===== src/rtl/buffer_pkg.sv =====
// Shared types and default sizing for the circular word buffer and its serial drain stage.
package buffer_pkg;

  localparam int BUF_DATA_WIDTH  = 16;
  localparam int BUF_COUNT_WIDTH = 4;
  localparam int TX_CLKS_PER_BIT = 4;

  typedef enum logic [2:0] {
    IDLE   = 3'd0,
    LOAD   = 3'd1,
    START  = 3'd2,
    DATA   = 3'd3,
    PARITY = 3'd4,
    STOP   = 3'd5
  } tx_state_t;

endpackage


===== src/rtl/buffer_tx_serializer_bit_timer.sv =====
// Bit-period down-counter: ticks on terminal count, reloads on tick or clear.
module bit_timer
  import buffer_pkg::*;
#(
  parameter int CLKS_PER_BIT = TX_CLKS_PER_BIT
) (
  input  logic clock,
  input  logic reset,
  input  logic i_clear,
  output logic o_tick
);

  localparam int TW = (CLKS_PER_BIT > 1) ? $clog2(CLKS_PER_BIT) : 1;
  localparam logic [TW-1:0] RELOAD = TW'(CLKS_PER_BIT - 1);

  logic [TW-1:0] r_count;

  always_ff @(posedge clock) begin
    if (reset)
      r_count <= '0;
    else if (i_clear || (r_count == '0))
      r_count <= RELOAD;
    else
      r_count <= r_count - TW'(1);
  end

  assign o_tick = (r_count == '0);

endmodule


===== src/rtl/buffer_tx_serializer.sv =====
// Buffer drain stage: pops one word per frame and sends start, data MSB-first, optional
// even parity (BUFFER_TX_PARITY_EN), stop on a single-wire line.
//
// state  | meaning
// IDLE   | line high, waiting for enable and a non-empty buffer
// LOAD   | one-cycle pop of the head word into the shift register
// START  | start bit (low)
// DATA   | data bits, MSB first
// PARITY | even-parity bit (only with BUFFER_TX_PARITY_EN)
// STOP   | stop bit (high), then next LOAD or IDLE
module buffer_tx_serializer
  import buffer_pkg::*;
#(
  parameter int DATA_WIDTH   = BUF_DATA_WIDTH,
  parameter int COUNT_WIDTH  = BUF_COUNT_WIDTH,
  parameter int CLKS_PER_BIT = TX_CLKS_PER_BIT
) (
  input  logic                   clock,
  input  logic                   reset,
  input  logic                   i_enable,
  input  logic [DATA_WIDTH-1:0]  i_head,
  input  logic [COUNT_WIDTH-1:0] i_count,
  output logic                   o_pull,
  output logic                   o_tx,
  output logic                   o_busy,
  output logic                   o_frame_done
);

  localparam int BIT_W = $clog2(DATA_WIDTH);
  localparam logic [BIT_W-1:0] LAST_BIT = BIT_W'(DATA_WIDTH - 1);

  tx_state_t             r_state;
  logic [DATA_WIDTH-1:0] r_shift;
  logic [BIT_W-1:0]      r_bit_idx;
  logic                  w_tick;
  logic                  w_clear;
  logic                  w_start;
`ifdef BUFFER_TX_PARITY_EN
  logic                  r_parity;
`endif

  assign w_start = i_enable && (i_count != '0);

  // Timed states only exit on tick, where the timer reloads anyway; holding it
  // cleared through IDLE and LOAD therefore covers every state change.
  assign w_clear = (r_state == IDLE) || (r_state == LOAD);

  bit_timer #(
    .CLKS_PER_BIT(CLKS_PER_BIT)
  ) u_bit_timer (
    .clock  (clock),
    .reset  (reset),
    .i_clear(w_clear),
    .o_tick (w_tick)
  );

  always_ff @(posedge clock) begin
    if (reset) begin
      r_state      <= IDLE;
      r_shift      <= '0;
      r_bit_idx    <= '0;
      o_pull       <= 1'b0;
      o_tx         <= 1'b1;
      o_busy       <= 1'b0;
      o_frame_done <= 1'b0;
`ifdef BUFFER_TX_PARITY_EN
      r_parity     <= 1'b0;
`endif
    end else begin
      o_pull       <= 1'b0;
      o_frame_done <= 1'b0;
      case (r_state)
        IDLE: begin
          if (w_start) begin
            r_state <= LOAD;
            o_pull  <= 1'b1;
            o_busy  <= 1'b1;
          end
        end
        LOAD: begin
          r_shift   <= i_head;
          r_bit_idx <= '0;
`ifdef BUFFER_TX_PARITY_EN
          r_parity  <= ^i_head;
`endif
          o_tx      <= 1'b0;
          r_state   <= START;
        end
        START: begin
          if (w_tick) begin
            o_tx    <= r_shift[DATA_WIDTH-1];
            r_state <= DATA;
          end
        end
        DATA: begin
          if (w_tick) begin
            if (r_bit_idx == LAST_BIT) begin
              r_bit_idx <= '0;
`ifdef BUFFER_TX_PARITY_EN
              o_tx      <= r_parity;
              r_state   <= PARITY;
`else
              o_tx      <= 1'b1;
              r_state   <= STOP;
`endif
            end else begin
              r_bit_idx <= r_bit_idx + BIT_W'(1);
              r_shift   <= r_shift << 1;
              o_tx      <= r_shift[DATA_WIDTH-2];
            end
          end
        end
`ifdef BUFFER_TX_PARITY_EN
        PARITY: begin
          if (w_tick) begin
            o_tx    <= 1'b1;
            r_state <= STOP;
          end
        end
`endif
        STOP: begin
          if (w_tick) begin
            o_frame_done <= 1'b1;
            if (w_start) begin
              r_state <= LOAD;
              o_pull  <= 1'b1;
            end else begin
              r_state <= IDLE;
              o_busy  <= 1'b0;
            end
          end
        end
        default: begin
          r_state <= IDLE;
          o_tx    <= 1'b1;
          o_busy  <= 1'b0;
        end
      endcase
    end
  end

endmodule


===== config.mk =====
export PLATFORM = sky130hd
export DESIGN_NAME = buffer_tx_serializer
export DESIGN_NICKNAME = d
export VERILOG_FILES = /design/src/rtl/buffer_pkg.sv /design/src/rtl/buffer_tx_serializer_bit_timer.sv /design/src/rtl/buffer_tx_serializer.sv
export SDC_FILE = /design/constraint.sdc
export NUM_CORES = 1
export LEC_CHECK = 0
export BUFFER_PORTS_ARGS = -buffer_cell sky130_fd_sc_hd__buf_2
export CORE_ASPECT_RATIO = 0.6
export CORE_MARGIN = 4
export CORE_UTILIZATION = 57
export CTS_BUF_LIST = sky130_fd_sc_hd__clkbuf_4
export DETAILED_ROUTE_END_ITERATION = 16
export PLACE_DENSITY = 0.8
export REMOVE_ABC_BUFFERS = 1
export SLEW_MARGIN = 10
export SYNTH_ARGS = -nofsm -noshare
export SYNTH_HDL_FRONTEND = slang
export SYNTH_HIERARCHICAL = 1
export SYNTH_SLANG_ARGS = --single-unit

===== constraint.sdc =====
create_clock -name clock -period 3.73 [get_ports clock]
set_input_delay 0.373 -clock clock [delete_from_list [all_inputs] [get_ports clock]]
set_output_delay 0.373 -clock clock [all_outputs]
set_load 0.02 [all_outputs]

==> metrics.csv, run 1 <==
stage;metric;value;unit
min_path;min-delay worst type;input port to flip-flop;
logic_synthesis;Synth Warn #;6;
logic_synthesis;top cells by count, synth;29 x dfxtp_1, 21 x nor2_1, 20 x nand2_1;
logic_synthesis;Synth top area share;38.16;%
placed_design;IO Port Bufs;26;
die;IO Count;27;
placed_design;Placer Congestion;0.7676;
cells_and_area;Layout area overhead;9.210;%
power_and_ir_drop;combinational power share;21.3;%
worst_setup_path;CP Capture Point;r_bit_idx[3];
global_routing;largest net degree at the start of global routing;32;
global_routing;vias in the first global route;1218;
worst_setup_path;FF-to-FF End;r_bit_idx[3];
cells_and_area;# diodes;0;
worst_setup_path;Startpoint Class;flip-flop;
placed_design;DPL Wire Length;2167;um
die;Die X;74.70;um
cts;CTS clk-pin slew, worst paths;0.09;ns
die;Starting Density;60.32;%
logic_synthesis;Top FF cell, synth;dfxtp_1;
sta;# setup viols final;0;
logic_synthesis;top-count cell post-synth;dfxtp_1;
drt;final WL;3231;um
global_routing;gr ovfl total;0;
die;core area;2522;sq um
sta;period utilization;55.07;%
power_and_ir_drop;sequential share of power;52.0;%
cts;post-CTS setup buffer count;0;
logic_synthesis;Seq/Total Area, Yosys;38.16;%
worst_setup_path;WP data arrival;2.29;ns
cells_and_area;share of cells above drive strength 1;28.21;%
die;die area;3587;sq um
logic_synthesis;FF+latch count, synth;29;
placed_design;Place WS;1.715;ns
drt;wire length on met1;1555;um
cts;clock latency on the worst-skew pair;0.32;ns
sta;clk_skew;0.008354;ns
cts;CTS H-tree lvls;2;
cts;maximum clock path buffer count;2;
worst_setup_path;critical path type;flip-flop to flip-flop;
drt;Met2 Wirelength;1471;um
worst_setup_path;slowest stage delay, CP;0.66;ns
drt;DRT antenna net count;0;
drt;DRT iter0 DRCs;88;
worst_setup_path;CP Data Required Time;3.97;ns
worst_setup_path;crit path cell chain;nand3b_1 > or4_1 > a21oi_1;
drt;Via density;5.850;
sta;slack of the critical path;1.676;ns
worst_setup_path;crit path capture type;flip-flop;
worst_setup_path;CP Launch Point;r_state[0];
cts;clk sinks;29;
drt;Avg WL per Cell;14.23;um
worst_setup_path;R2R cell count;3;
power_and_ir_drop;switching part of the total;31.17;%
power_and_ir_drop;Sw Pwr;213.3;uW
worst_setup_path;critical path peak fanout;19;
global_routing;initial antenna violation count;0;
worst_setup_path;Worst path slowest cell;or4_1;
logic_synthesis;Synth area leaders;dfxtp_1 38%, a311oi_2 15%, nand3_1 5.6%, nor2_1 5.2%, nand2_1 4.9%;
die;die height;48.02;um
cts;Clock Tree Root;clkbuf_4;
drt;DRC Markers;0;
cells_and_area;fin nets;220;
sta;fmax;0.4868;GHz
logic_synthesis;Synth Area per Inst;8.645;sq um
logic_synthesis;asr flop ratio synth;0;%
run;Max Cap Viol;0;
sta;slew margin rel.;52.42;%
drt;First-pass DRT Iterations;4;
global_routing;All-Layer GR Usage;19.64;%
power_and_ir_drop;Internal Power;471.0;uW
cts;Post-CTS Resized;0;
worst_setup_path;worst r2r src;r_state[0];
sta;Slew Limit Fails;0;
power_and_ir_drop;PD cells;411.8;nW/um^2
cts;CTS Hold Bufs;0;
sta;slew of the pin with the lowest slew margin;0.7116;ns
cells_and_area;Fillers;234;
drt;Top Metal Used;met4;
logic_synthesis;Mapped Area;1521;sq um
logic_synthesis;cell accounting for the most synthesized area;dfxtp_1;
logic_synthesis;Netlist cell types;30;
outcome;status;complete, no violations;
die;FP Rows;14;
sta;final critical-path required period;2.054;ns
cts;CTS tree;built;
worst_setup_path;internal reg-to-reg setup slack;1.68;ns
sta;setup tns final;0;ns
drt;Vias;1328;
drt;met3 routed WL;161;um
sta;RSZ-0062 raised after global routing;false;
cts;CTS buffer count;5;
logic_synthesis;Mapped Cells;176;
power_and_ir_drop;maximum VDD drop;0.2124;mV
global_routing;first-pass GRT wire length;5299;um
power_and_ir_drop;clock share of power;26.7;%
sta;final hold violation count;0;
logic_synthesis;EDFF count, synth;0;
power_and_ir_drop;leakage power;0.6187;nW
## critical path: cells and delay by family (launching register included)
kind	cells	cell delay, ns
AO/OA/AOI/OAI	1	0.15
AND/OR/NAND/NOR	2	1.25
flip-flops	1	0.57
## metrics by stage
stage | area (sq um) | hold WS [ns] | total power [mW] | utilization, % | std cells
floorplan | 1420 | 0.4015 | 0.4598 | - | 159
global placement | 1613 | 0.4164 | 0.4999 | 63.94 | 220
detailed placement | 1613 | 0.4643 | 0.5078 | 63.94 | 220
CTS | 1662 | 0.3206 | 0.6889 | 65.87 | 227
global route | 1662 | 0.3240 | 0.7217 | 65.87 | 227
finish | 1662 | 0.3289 | 0.6843 | 65.87 | 227
## registers in the layout, indices dropped and copies added (netlist names)
| register | flops |
|---|---|
| r_bit_idx | 4 |
| o_busy | 1 |
| r_shift | 16 |
| o_pull | 1 |
| o_tx | 1 |
| r_state | 3 |
| u_bit_timer/r_count | 2 |
| o_frame_done | 1 |
## worst min path at each step
stage,slack (ns),to,start,cells after the start
final,0.33,r_shift[11],i_head[11],3
after detailed placement,0.46,u_bit_timer/r_count[0],u_bit_timer/r_count[0],1
after global placement,0.42,u_bit_timer/r_count[0],u_bit_timer/r_count[0],1
after global routing,0.32,r_shift[11],i_head[11],3
after CTS,0.32,r_shift[11],i_head[11],3
after floorplan,0.40,u_bit_timer/r_count[0],u_bit_timer/r_count[0],1
## power groups by stage
stage / Sequential [mW] / Combinational [mW] / Clock [mW]
after global routing: 0.360 / 0.161 / 0.201
final: 0.356 / 0.146 / 0.183
after detailed placement: 0.362 / 0.145 / 0
after floorplan: 0.368 / 0.0921 / 0
after global placement: 0.360 / 0.139 / 0
after CTS: 0.356 / 0.146 / 0.188
## cell type report
class | count | area (sq um) | area share [%]
multi-input cells | 125 | 820.8 | 49.40
flip-flops and latches | 29 | 580.6 | 34.94
repair buffers | 29 | 152.6 | 9.187
clock buffers | 6 | 45.04 | 2.711
well taps | 32 | 40.04 | 2.410
inverters | 5 | 18.77 | 1.130
clock inverters | 1 | 3.754 | 0.2259
## metal layers
metal / up-vias / GRT usage [%]
met5: - / 0
met4: 0 / 7.447
met3: 7 / 5.660
met2: 39 / 31.94
met1: 613 / 25.19
li1: 669 / -
## cells in the final DEF, fill, tap and decap left out
| cell | n |
|---|---|
| a21oi_1 | 14 |
| dfxtp_1 | 29 |
| o32a_1 | 1 |
| nor2_1 | 21 |
| nand2b_1 | 2 |
| a21boi_0 | 1 |
| nand4_1 | 2 |
| a311oi_2 | 15 |
| nor4b_1 | 1 |
| a211o_1 | 1 |
| nand2_1 | 20 |
| nor3b_1 | 2 |
| a211oi_4 | 1 |
| and3_1 | 1 |
| buf_4 | 3 |
| nor2_2 | 3 |
| nor2b_1 | 3 |
| inv_1 | 5 |
| o21ai_0 | 3 |
| nand2b_4 | 1 |
| ha_1 | 2 |
| o21ai_1 | 1 |
| clkinv_1 | 1 |
| or4_1 | 4 |
| nand3_1 | 17 |
| nand4b_1 | 2 |
| clkbuf_4 | 6 |
| nand3b_1 | 1 |
| o41ai_1 | 1 |
| buf_2 | 26 |
| nor3_1 | 5 |
## cells by family (layout without fill, tap and decap cells)
logic type,after synthesis,in the layout,synth area share [%]
AND/OR/NAND/NOR,85,85,27.96
buffers and inverters,22,41,7.894
AO/OA/AOI/OAI,38,38,24.34
adder cells (fa/ha/maj),2,2,1.644
flip-flops,29,29,38.16
Power figures use the tool's default switching activity.
==> run 2, diff against run 1 <==
--- a/config.mk
+++ b/config.mk
@@ -8,10 +8,10 @@
 export BUFFER_PORTS_ARGS = -buffer_cell sky130_fd_sc_hd__buf_2
 export CORE_ASPECT_RATIO = 0.6
 export CORE_MARGIN = 4
-export CORE_UTILIZATION = 57
+export CORE_UTILIZATION = 52
 export CTS_BUF_LIST = sky130_fd_sc_hd__clkbuf_4
 export DETAILED_ROUTE_END_ITERATION = 16
-export PLACE_DENSITY = 0.8
+export PLACE_DENSITY = 0.77
 export REMOVE_ABC_BUFFERS = 1
 export SLEW_MARGIN = 10
 export SYNTH_ARGS = -nofsm -noshare
==> constraint.sdc (replaced) <==
create_clock -name clock -period 1.7 [get_ports clock]
set_input_delay 0.17 -clock clock [delete_from_list [all_inputs] [get_ports clock]]
set_output_delay 0.17 -clock clock [all_outputs]
set_load 0.02 [all_outputs]
==> metrics.csv, run 2 (synthesized netlist as in run 1, its figures left out) <==
stage;metric;value;unit;change
cts;CTS H-tree lvls;2;;unchanged
cells_and_area;post-route design area;1858;sq um;+12%
cells_and_area;Fillers;206;;-12%
worst_setup_path;Startpoint Class;flip-flop;;
cts;clock latency on the worst-skew pair;0.34;ns;+0.02 ns
cells_and_area;utilization after layout;70.25;%;+4.4 points
worst_setup_path;CP Data Required Time;1.95;ns;-2.02 ns
sta;final hold violation count;0;;unchanged
cts;CTS tree;built;;
drt;DRT iter0 DRCs;83;;-5.7%
worst_setup_path;crit path capture type;flip-flop;;
cells_and_area;fin nets;231;;+5.0%
drt;DRC Markers;0;;unchanged
sta;slew margin rel.;57.27;%;+4.9 points
placed_design;DPL Wire Length;2425;um;+12%
die;IO Count;27;;unchanged
drt;Via density;5.664;;-3.2%
placed_design;Placed Instance Area;1688;sq um;+4.7%
cts;CTS Hold Bufs;0;;unchanged
cts;clk sinks;29;;unchanged
worst_setup_path;crit path cell chain;ha_2 > and3_4 > a211oi_4 > buf_6 > clkbuf_16 > nor2_1 > a311oi_2;;
power_and_ir_drop;leakage power;0.6998;nW;+13%
global_routing;initial antenna violation count;0;;unchanged
die;FP Rows;14;;unchanged
placed_design;Place WS;-0.02845;ns;-1.744 ns
cells_and_area;Layout area overhead;22.12;%;
cells_and_area;share of cells above drive strength 1;34.30;%;+6.1 points
sta;final critical-path required period;1.680;ns;-0.3739 ns
drt;First-pass DRT Iterations;5;;+1
die;die height;49.90;um;+3.9%
drt;Avg WL per Cell;15.32;um;+7.7%
sta;Hold Worst Slack;0.1010;ns;-0.2279 ns
run;Max Cap Viol;0;;unchanged
worst_setup_path;family with the most delay on the worst path;compound AO/OA/AOI/OAI gates;;
cts;maximum clock path buffer count;2;;unchanged
sta;# setup viols final;0;;unchanged
global_routing;first-pass GRT wire length;6058;um;+14%
die;die area;3884;sq um;+8.3%
cells_and_area;Largest regs;r_shift: 16 flops, r_bit_idx: 4 flops, r_state: 3 flops;;
placed_design;Placer Congestion;0.7831;;+2.0%
power_and_ir_drop;PD cells;939.9;nW/um^2;+130%
die;Die X;77.83;um;+4.2%
worst_setup_path;Worst path slowest cell;dfxtp_2;;
cells_and_area;number of flip-flops in the largest register;16;;unchanged
cells_and_area;# diodes;0;;unchanged
global_routing;gr ovfl total;0;;unchanged
sta;period utilization;98.84;%;+44 points
cts;CTS buffer count;5;;unchanged
cells_and_area;most flop-heavy register;r_shift;;
global_routing;largest net degree at the start of global routing;30;;-6.3%
worst_setup_path;WP data arrival;1.93;ns;-0.36 ns
power_and_ir_drop;maximum VDD drop;0.4774;mV;+120%
cells_and_area;commonest non-fill, non-tap cells in the layout;28 x dfxtp_1, 26 x buf_2, 21 x nor2_1;;
cts;Clock Tree Root;clkbuf_4;;
outcome;status;complete, no violations;;
drt;Vias;1399;;+5.3%
worst_setup_path;critical path type;flip-flop to flip-flop;;
worst_setup_path;WP buf/inv;2;;+2
sta;clk_skew;0.01077;ns;+0.002416 ns
die;Starting Density;57.52;%;-2.8 points
global_routing;vias in the first global route;1288;;+5.7%
sta;fmax;0.5952;GHz;+22%
placed_design;IO Port Bufs;26;;unchanged
drt;final WL;3785;um;+17%
sta;Slew Limit Fails;0;;unchanged
die;core area;2645;sq um;+4.9%
drt;DRT antenna net count;0;;unchanged
worst_setup_path;critical path peak fanout;8;;-11
sta;slew of the pin with the lowest slew margin;0.6326;ns;-0.07897 ns
global_routing;All-Layer GR Usage;20.04;%;+0.40 points
min_path;min-delay worst type;input port to flip-flop;;
sta;slack of the critical path;0.01976;ns;-1.656 ns
sta;setup tns final;0;ns;unchanged
worst_setup_path;slowest stage delay, CP;0.35;ns;-0.31 ns
cells_and_area;most common cell after layout, fill and taps aside;dfxtp_1;;
cts;CTS clk-pin slew, worst paths;0.10;ns;about the same
## run 2: timing repair
item | CTS | global route
pin swaps | 1 | 1
cloned | 1 | 1
gates resized for setup | 1 | 7
setup buffers | 1 | 1
setup endpoints to repair | 13 | 15
## run 2: area by class of cell
class / instances / area, sq um / share of cell area, %
clock buffer: 5 / 37.54 / 2.020
clock inverter: 3 / 41.29 / 2.222
inverter: 5 / 18.77 / 1.010
multi-input combinational: 125 / 835.8 / 44.98
sequential: 29 / 581.8 / 31.31
tap: 40 / 50.05 / 2.694
timing repair buffer: 40 / 292.8 / 15.76
## run 2: worst min-delay path, cell delays in order
cell and delay, ns:
buf_2 0.09, nand4b_1 0.08, a21oi_1 0.06
## run 2: path summary, 6_finish.rpt
check | start | end | slack (ns) | cells past startpoint
max reg2reg | r_bit_idx[0] | r_shift[14] | 0.02 | 7
min reg2reg | u_bit_timer/r_count[0] | u_bit_timer/r_count[0] | 0.44 | 1
max | r_bit_idx[0] | r_shift[14] | 0.02 | 7
min | i_head[0] | r_shift[0] | 0.10 | 3
## run 2: power by group
part | internal [mW] | switching, mW
registers | 0.737 | 0.0380
clock network | 0.304 | 0.262
logic | 0.185 | 0.220
## run 2: routing by layer
metal	part of all wire [%]	global-route usage [%]
met4	1.3	7.396
met5	0	0
met1	47	26.76
met3	6.0	7.818
met2	46	28.98
## run 2: per-stage QoR
stage | power, mW | std cells
after floorplan | 1.009 | 159
after global placement | 1.120 | 235
after detailed placement | 1.136 | 235
after CTS | 1.723 | 245
after global routing | 1.834 | 247
final | 1.746 | 247
